**config.mk**
```make
export PLATFORM = sky130hd
export DESIGN_NAME = singleport_ram_pipe
export DESIGN_NICKNAME = d
export VERILOG_FILES = /design/src/rtl/sp_ram_pkg.sv /design/src/rtl/sp_ram_core.sv /design/src/rtl/singleport_ram_pipe.sv
export SDC_FILE = /design/constraint.sdc
export NUM_CORES = 1
export LEC_CHECK = 0
export CAP_MARGIN = 40
export CORE_MARGIN = 3
export CORE_UTILIZATION = 40
export DETAILED_ROUTE_END_ITERATION = 16
export HOLD_SLACK_MARGIN = 0.03
export SLEW_MARGIN = 10
export SYNTH_ARGS = -nofsm -noshare
export SYNTH_HDL_FRONTEND = slang
export SYNTH_SLANG_ARGS = --single-unit
```
**constraint.sdc**
```tcl
create_clock -name clk -period 3.5 [get_ports clk]
set_input_delay 0.7 -clock clk [delete_from_list [all_inputs] [get_ports clk]]
set_output_delay 0.7 -clock clk [all_outputs]
set_load 0.02 [all_outputs]
```
**src/rtl/sp_ram_pkg.sv**
```systemverilog
// Shared definitions for the pipelined single-port RAM.
// Holds the read-during-write mode encodings and the controller state enum
// so the top and the storage core agree on them.
package sp_ram_pkg;

  // Response to an accepted write: the word before the write, the merged
  // word after it, or no response at all.
  localparam int RD_READ_FIRST  = 0;
  localparam int RD_WRITE_FIRST = 1;
  localparam int RD_NO_CHANGE   = 2;

  // CLEAR walks the array writing zeros; READY accepts requests.
  typedef enum logic {
    ST_CLEAR = 1'b0,
    ST_READY = 1'b1
  } state_t;

endpackage

```
**src/rtl/sp_ram_core.sv**
```systemverilog
// Storage array for the pipelined single-port RAM.
// One shared address, byte-enable write, registered read of the word held
// before the write (read-first).  No reset, so it maps onto block RAM.
// Ports:
//   clk   - rising-edge clock
//   en    - access enable; rdata only updates on enabled cycles
//   we    - write when high
//   be    - byte enables, bit i covers wdata[8i+7:8i]
//   addr  - word address, must be below DEPTH when en is high
//   wdata - write data
//   rdata - registered read data
module sp_ram_core
  import sp_ram_pkg::*;
#(
  parameter int ADDR_WIDTH = 6,
  parameter int DATA_WIDTH = 8,
  parameter int DEPTH      = 64
) (
  input  logic                    clk,
  input  logic                    en,
  input  logic                    we,
  input  logic [DATA_WIDTH/8-1:0] be,
  input  logic [ADDR_WIDTH-1:0]   addr,
  input  logic [DATA_WIDTH-1:0]   wdata,
  output logic [DATA_WIDTH-1:0]   rdata
);

  localparam int NB = DATA_WIDTH / 8;

  logic [DATA_WIDTH-1:0] mem [DEPTH];

  // Read-first: rdata captures the stored word in the same edge that the
  // write lands, so it always reflects memory before this access.
  always_ff @(posedge clk) begin
    if (en) begin
      if (we) begin
        for (int i = 0; i < NB; i++) begin
          if (be[i]) begin
            mem[addr][8*i +: 8] <= wdata[8*i +: 8];
          end
        end
      end
      rdata <= mem[addr];
    end
  end

endmodule

```
**src/rtl/singleport_ram_pipe.sv**
```systemverilog
// Pipelined single-port RAM with zero-fill controller.
// Accepts one read or byte-masked write per cycle while ready, returns a
// response 1 cycle (OUT_REG=0) or 2 cycles (OUT_REG=1) later, and can zero
// the whole array after reset or on a clr pulse.
// Ports:
//   clk    - rising-edge clock
//   rst    - asynchronous active-high reset
//   req    - access request, taken when ready is high
//   we     - 1 = write, 0 = read
//   be     - byte write enables
//   addr   - word address; addresses >= DEPTH read as zero, writes dropped
//   wdata  - write data
//   clr    - pulse in READY starts a zero-fill
//   ready  - high when requests are accepted
//   rvalid - one-cycle pulse marking valid rdata
//   rdata  - response data, held while rvalid is low
module singleport_ram_pipe
  import sp_ram_pkg::*;
#(
  parameter int ADDR_WIDTH     = 6,
  parameter int DATA_WIDTH     = 8,
  parameter int DEPTH          = 64,
  parameter int RD_MODE        = 0,
  parameter int OUT_REG        = 0,
  parameter int CLEAR_ON_RESET = 1
) (
  input  logic                    clk,
  input  logic                    rst,
  input  logic                    req,
  input  logic                    we,
  input  logic [DATA_WIDTH/8-1:0] be,
  input  logic [ADDR_WIDTH-1:0]   addr,
  input  logic [DATA_WIDTH-1:0]   wdata,
  input  logic                    clr,
  output logic                    ready,
  output logic                    rvalid,
  output logic [DATA_WIDTH-1:0]   rdata
);

  localparam int NB = DATA_WIDTH / 8;
  localparam logic [ADDR_WIDTH-1:0] LAST_ADDR = ADDR_WIDTH'(DEPTH - 1);
  localparam logic [ADDR_WIDTH:0]   DEPTH_EXT = (ADDR_WIDTH + 1)'(DEPTH);
  localparam state_t RESET_STATE = (CLEAR_ON_RESET != 0) ? ST_CLEAR : ST_READY;

  state_t                  state;
  logic [ADDR_WIDTH-1:0]   clr_cnt;
  logic                    clearing;
  logic                    accept;
  logic                    in_range;

  logic                    core_en;
  logic                    core_we;
  logic [NB-1:0]           core_be;
  logic [ADDR_WIDTH-1:0]   core_addr;
  logic [DATA_WIDTH-1:0]   core_wdata;
  logic [DATA_WIDTH-1:0]   core_rdata;

  logic                    s1_valid;
  logic                    s1_oor;
  logic                    s1_write;
  logic [NB-1:0]           s1_be;
  logic [DATA_WIDTH-1:0]   s1_wdata;
  logic [DATA_WIDTH-1:0]   byte_mask;
  logic [DATA_WIDTH-1:0]   s1_data;

  assign clearing = (state == ST_CLEAR);
  assign ready    = (state == ST_READY);
  assign accept   = req && ready;
  // Extra bit keeps the compare correct when DEPTH == 2**ADDR_WIDTH.
  assign in_range = ({1'b0, addr} < DEPTH_EXT);

  // Controller: the fill writes one address per cycle and leaves CLEAR on
  // the edge that writes DEPTH-1, so CLEAR lasts exactly DEPTH cycles.
  // clr is only looked at in READY.
  always_ff @(posedge clk or posedge rst) begin
    if (rst) begin
      state   <= RESET_STATE;
      clr_cnt <= '0;
    end else if (state == ST_CLEAR) begin
      if (clr_cnt == LAST_ADDR) begin
        state   <= ST_READY;
        clr_cnt <= '0;
      end else begin
        clr_cnt <= clr_cnt + 1'b1;
      end
    end else if (clr) begin
      state   <= ST_CLEAR;
      clr_cnt <= '0;
    end
  end

  // The fill owns the single port while clearing; otherwise accepted
  // in-range requests drive it.  Out-of-range accesses never touch memory.
  always_comb begin
    core_en    = clearing || (accept && in_range);
    core_we    = clearing || we;
    core_be    = clearing ? {NB{1'b1}} : be;
    core_addr  = clearing ? clr_cnt : addr;
    core_wdata = clearing ? '0 : wdata;
  end

  sp_ram_core #(
    .ADDR_WIDTH (ADDR_WIDTH),
    .DATA_WIDTH (DATA_WIDTH),
    .DEPTH      (DEPTH)
  ) u_core (
    .clk   (clk),
    .en    (core_en),
    .we    (core_we),
    .be    (core_be),
    .addr  (core_addr),
    .wdata (core_wdata),
    .rdata (core_rdata)
  );

  // Stage 1 tracks what the word coming out of the core means.  No-change
  // writes never enter the response pipeline.
  always_ff @(posedge clk or posedge rst) begin
    if (rst) begin
      s1_valid <= 1'b0;
      s1_oor   <= 1'b0;
      s1_write <= 1'b0;
      s1_be    <= '0;
      s1_wdata <= '0;
    end else begin
      s1_valid <= accept && !(we && (RD_MODE == RD_NO_CHANGE));
      s1_oor   <= !in_range;
      s1_write <= we;
      s1_be    <= be;
      s1_wdata <= wdata;
    end
  end

  // The core is read-first, so write-first responses are rebuilt by merging
  // the enabled bytes of the write data over the old word.
  always_comb begin
    byte_mask = '0;
    for (int i = 0; i < NB; i++) begin
      byte_mask[8*i +: 8] = {8{s1_be[i]}};
    end
    s1_data = core_rdata;
    if (s1_oor) begin
      s1_data = '0;
    end else if (s1_write && (RD_MODE == RD_WRITE_FIRST)) begin
      s1_data = (core_rdata & ~byte_mask) | (s1_wdata & byte_mask);
    end
  end

  // Core output moves on fills and silent writes, so rdata is taken from a
  // register that only updates on real responses.
  generate
    if (OUT_REG != 0) begin : g_out_reg
      logic                  out_valid;
      logic [DATA_WIDTH-1:0] out_data;

      always_ff @(posedge clk or posedge rst) begin
        if (rst) begin
          out_valid <= 1'b0;
          out_data  <= '0;
        end else begin
          out_valid <= s1_valid;
          if (s1_valid) begin
            out_data <= s1_data;
          end
        end
      end

      assign rvalid = out_valid;
      assign rdata  = out_data;
    end else begin : g_out_direct
      logic [DATA_WIDTH-1:0] hold_data;

      always_ff @(posedge clk or posedge rst) begin
        if (rst) begin
          hold_data <= '0;
        end else if (s1_valid) begin
          hold_data <= s1_data;
        end
      end

      assign rvalid = s1_valid;
      assign rdata  = s1_valid ? s1_data : hold_data;
    end
  endgenerate

endmodule

```
# [Word level (Yosys, flattened, before mapping)]
# Memories as Yosys holds them, arrays and structs flattened. A register that Yosys moved wholly into a read port is not among the register bits.
# Cells that the tools add are included.
[op_classes] add_sub_neg=1 eq_ne=2 mux=14 bitwise_logic=1 reduce_logical=3
[op_table] op="$mux 6" n=4
[op_table] op="$mux 8" n=2
[op_table] op="$mux 1" n=8
[op_table] op="$add 6x1->6 const B" n=1
[op_table] op="$eq 6x6->1 const B" n=1
[op_table] op="$logic_or 1x1->1" n=2
[op_table] op="$ne 2x2->1 const B" n=1
[op_table] op="$logic_and 1x1->1" n=1
[op_table] op="$not 1->1" n=1
[totals] regBits=16 ram_bits=512 output_inout_bits=10 memories=1
[mem_list] name="u_core.mem" words=64 width=8 rd=1 rd_ports_with_merged_regs=1 wr=1 line="sp_ram_core.sv:30" text="logic [DATA_WIDTH-1:0] mem [DEPTH];"

# [Depth between registers and ports, before layout]
[logic_depth] depth_word=5 ltp_mapped=11 mapped_depth_nobuf=6

# [Modules after synthesis]
# From an unflattened synthesis, not the netlist that was laid out.
[unflattened] hier_cells=1252 area_unflattened_um2=21011.4
[modules_own_cells] module="sp_ram_core" instances=1 cells_each=1178 area_each_um2=20181.9
[modules_own_cells] module="singleport_ram_pipe" instances=1 cells_each=74 area_each_um2=829.5

# [Worst setup path after synthesis]
# OpenSTA, ideal clock, no wires.
[synth_timing] path_type="register -> register" from="register state (netlist: ready)" to="memory u_core.mem[0][0] (data pin)" setup_time_ps=367 arrival_ps=2643 setup_slack_ps=490 stages_incl_launch_ff=7 synth_period_minus_slack_ps=3010 path_cell_list="dfrtp_1 -> buf_6 -> clkbuf_1 -> clkbuf_1 -> buf_1 -> clkbuf_1 -> and2_1"
[synth_between] elab_chain_cells=1
[synth_rtl] item="start, declared" line="singleport_ram_pipe.sv:45" text="state_t state;"
[synth_rtl] item="start signal, assigned" line="singleport_ram_pipe.sv:77" text="state <= RESET_STATE;"
[synth_rtl] item="start signal, assigned" line="singleport_ram_pipe.sv:81" text="state <= ST_READY;"
[synth_rtl] item="start signal, assigned" line="singleport_ram_pipe.sv:87" text="state <= ST_CLEAR;"
[synth_rtl] item="$mux 8" line="singleport_ram_pipe.sv:99" text="core_wdata = clearing ? '0 : wdata;"
[synth_rtl] item="named net core_wdata[0]" line="singleport_ram_pipe.sv:55" text="logic [DATA_WIDTH-1:0] core_wdata;"
[synth_rtl] item="end, declared" line="sp_ram_core.sv:30"
# The timed path passes the listed nets, and every way through them passes these cells.

# [Final worst setup path]
[layout_timing] from="register state (netlist: ready)" to="register u_core.rdata[0], read port of u_core.mem (data pin)"
[layout_between] elab_chain_cells=2 word_cells_on_any_way=4 cone_classes="1 x mux; 1 x bitwise; 2 x reduce/logical"
[layout_rtl] item="$logic_and 1x1->1 or $not 1->1 (tied branches)"
[layout_rtl] item="$logic_or 1x1->1" line="singleport_ram_pipe.sv:95" text="core_en = clearing || (accept && in_range);"
[layout_rtl] item="end, declared" line="sp_ram_core.sv:25" text="output logic [DATA_WIDTH-1:0] rdata"
# Several ways; a longest one is shown, not always the timed one.
# A chain may end at the register's enable or synchronous reset.

==> reports/qor.txt <==
core area: 51600 um2
maximum vdd drop: 0.380 mV
cell taking the most area after synthesis: edfxtp_1
pin count of the biggest net entering global routing: 65
Async S/R FF share, synth: 2.99%
startpoint types: register
die width: 235 um
final global-route overflow total: 0
Crit Path Class: reg2reg
post-synthesis compound-gate area fraction: 9.81%
P per Cell Area: 810 nW/um2
H-Tree Level Count: 2
Seq/Total Area, Yosys: 76.3%
crit path cell chain: buf_4 > mux2_4 > buf_4 > mux2_2 > a221oi_1 > o21ai_0 > a222oi_1 > nand4_1
P_leak: 8.61 nW
Slowest cell on crit path: a222oi_1
Synth Area in XOR/XNOR: 0%
max_cap viols: 0
post-synthesis cell count: 1216
die area: 55200 um2
number of fill cells: 4268
Final Max Tran Viols: 0
post-CTS setup buffer count: 0
Mapped Area: 21000 um2
Total Routing Usage GR: 21.1%
drt wl/cell: 27.2 um
CP Max Fanout: 17
final number of setup-violating endpoints: 0
PortBufs: 29
largest family of logic cells by synthesized area: compound AO/OA/AOI/OAI gates
Final WS setup: 139 ps
synth unique cells: 59
vias: 12800
slew of the pin with the lowest slew margin: 901 ps
Remaining DRCs: 0
area post-placement: 23900 um2
IO Pins: 30
Root Buffer: clkbuf_16
Worst Skew: 16.1 ps
Synth warnings: 0
gp weighted congestion: 0.926
most frequent cell on the critical path: buf_4
synthesized flop and latch total: 536
Layout Cells excl Fill: 2178
Worst-path clk slew: 60 ps
Core Util, Final: 49.4%
CTS Sinks: 536
post-layout min period: 3360 ps
starting density of the core: 40.6%
DR vias/cell: 5.88
Synth area leaders: edfxtp_1 74%, mux2_2 4.9%, a22oi_1 2.6%, dfrtp_1 1.9%, a221oi_1 1.8%
CTS Buffer Depth: 3
Worst-Skew Late Latency: 600 ps
fin crit share: 96.0%
RSZ-0062 raised after global routing: no
DP Cell Count: 2083
Routed met1 length: 24900 um
Worst setup EP type: register
uppermost layer routed: met4
simple-gate share of the synthesized area: 4.07%
drt initial violations: 1633
post-route cell area: 25500 um2
max_slew headroom: 39.7%
WL final: 59300 um
post-synth top area share: 74.4%
Resize count post-CTS: 0
Avg Cell Area, Syn: 17.3 um2
critical path's largest stage delay: 530 ps
initial antenna violation count: 0
Chip Height: 235 um
hold buffer count at cts: 0
metal2 WL: 27400 um
fraction of layout instances using a drive strength above 1: 28.4%
post-DP HPWL: 39000 um
WHS: 497 ps
P&R area growth vs syn: 21.6%
total CTS buffers: 53
worst path arrival time: 3650 ps
status: finished clean
Syn Nets: 1237
top_reg_cell synth: edfxtp_1
Adder-Cell Fraction of Synth Area: 0.0596%
top-count cell post-synth: edfxtp_1
first-pass GRT wire length: 86600 um
Req. time, crit path: 3790 ps
Hold WC Path Type: in2async
CTS tree: built
antenna cell count: 0
synth cell count leaders: 520 x edfxtp_1, 91 x mux2_2, 87 x nor2_1
metal3 WL: 5000 um
layout net count: 1479
Setup Slack @ Placement: -385 ps
EDFF count, synth: 520
portion of netlist area occupied by mux cells: 8.17%
Rows: 83
Antenna Nets Post-Route: 0
drt pass-1 iters: 8
number of global-route vias before repair: 12600
maximum clock rate: 298 MHz
final hold viol count: 0
-- stage by stage --
stage               power, mW  setup TNS [ps]
global placement         15.2           -5360
global route             21.4               0
detailed placement       15.3           -5730
CTS                      20.7               0
finish                   20.7               0
floorplan                11.5               0
-- routing by layer --
metal	track usage, %	vias up
met2	32.8	621
met3	4.07	109
met5	0	-
met4	7.57	0
li1	-	5480
met1	29.8	6599
-- registers in the layout (all words and copies together) (netlist names) --
signal                  cells
u_core.rdata                8
clr_cnt                     6
ready                       1
u_core.mem                512
rvalid                      1
g_out_direct.hold_data      8
-- cells by family (layout without fill, tap and decap cells) --
group | Yosys count | in the layout
compound gates | 274 | 274
fa+ha+maj | 1 | 1
buf+inv | 73 | 355
flops | 536 | 536
mux | 138 | 138
simple gates | 194 | 194
-- path summary, 6_finish.rpt --
path / startpoint / end / slack, ps / depth (start not counted)
worst max-delay path: ready / u_core.rdata[0] / 140 / 8
max in group asynchronous: rst / clr_cnt[2] / 2570 / 2
worst min register to register: g_out_direct.hold_data[0] / g_out_direct.hold_data[0] / 500 / 1
worst max register to register: ready / u_core.rdata[0] / 140 / 8
worst min-delay path: rst / g_out_direct.hold_data[5] / 500 / 2
min in group clk: g_out_direct.hold_data[0] / g_out_direct.hold_data[0] / 500 / 1
-- layout by cell type, fill, tap and decap left out, types with 20 or more instances in the layout --
cell	instances
clkdlybuf4s50_1	29
buf_4	207
mux2i_1	25
o21ai_0	31
clkbuf_16	55
nor2_1	87
a221oi_1	43
edfxtp_1	520
nand2_1	52
buf_12	20
a22oi_1	74
nand3_1	21
mux2_2	90
-- where the power goes --
group | switching, mW | internal (mW)
Sequential | 0.222 | 7.65
Combinational | 4.32 | 3.05
Clock | 2.33 | 3.08
Total | 6.88 | 13.8
-- area by class of cell --
| type | count | area, um2 | area share, % |
|---|---|---|---|
| repair buffers | 257 | 2260 | 8.86 |
| clock inverters | 26 | 201 | 0.790 |
| clock buffers | 69 | 1430 | 5.60 |
| inverters | 3 | 11.3 | 0.0442 |
| flip-flops and latches | 536 | 16000 | 62.8 |
| multi-input cells | 607 | 4730 | 18.6 |
| well taps | 680 | 851 | 3.34 |
-- worst max-delay path, delay by kind of cell (launching register included) --
kind                   cells  cell delay, ps
AOI/OAI and AO/OA          3            1050
muxes                      2             810
and+or+nand+nor            1             240
DFF                        1             440
buffers and inverters      2             500
Note: power is estimated with default switching activity, not from simulation.
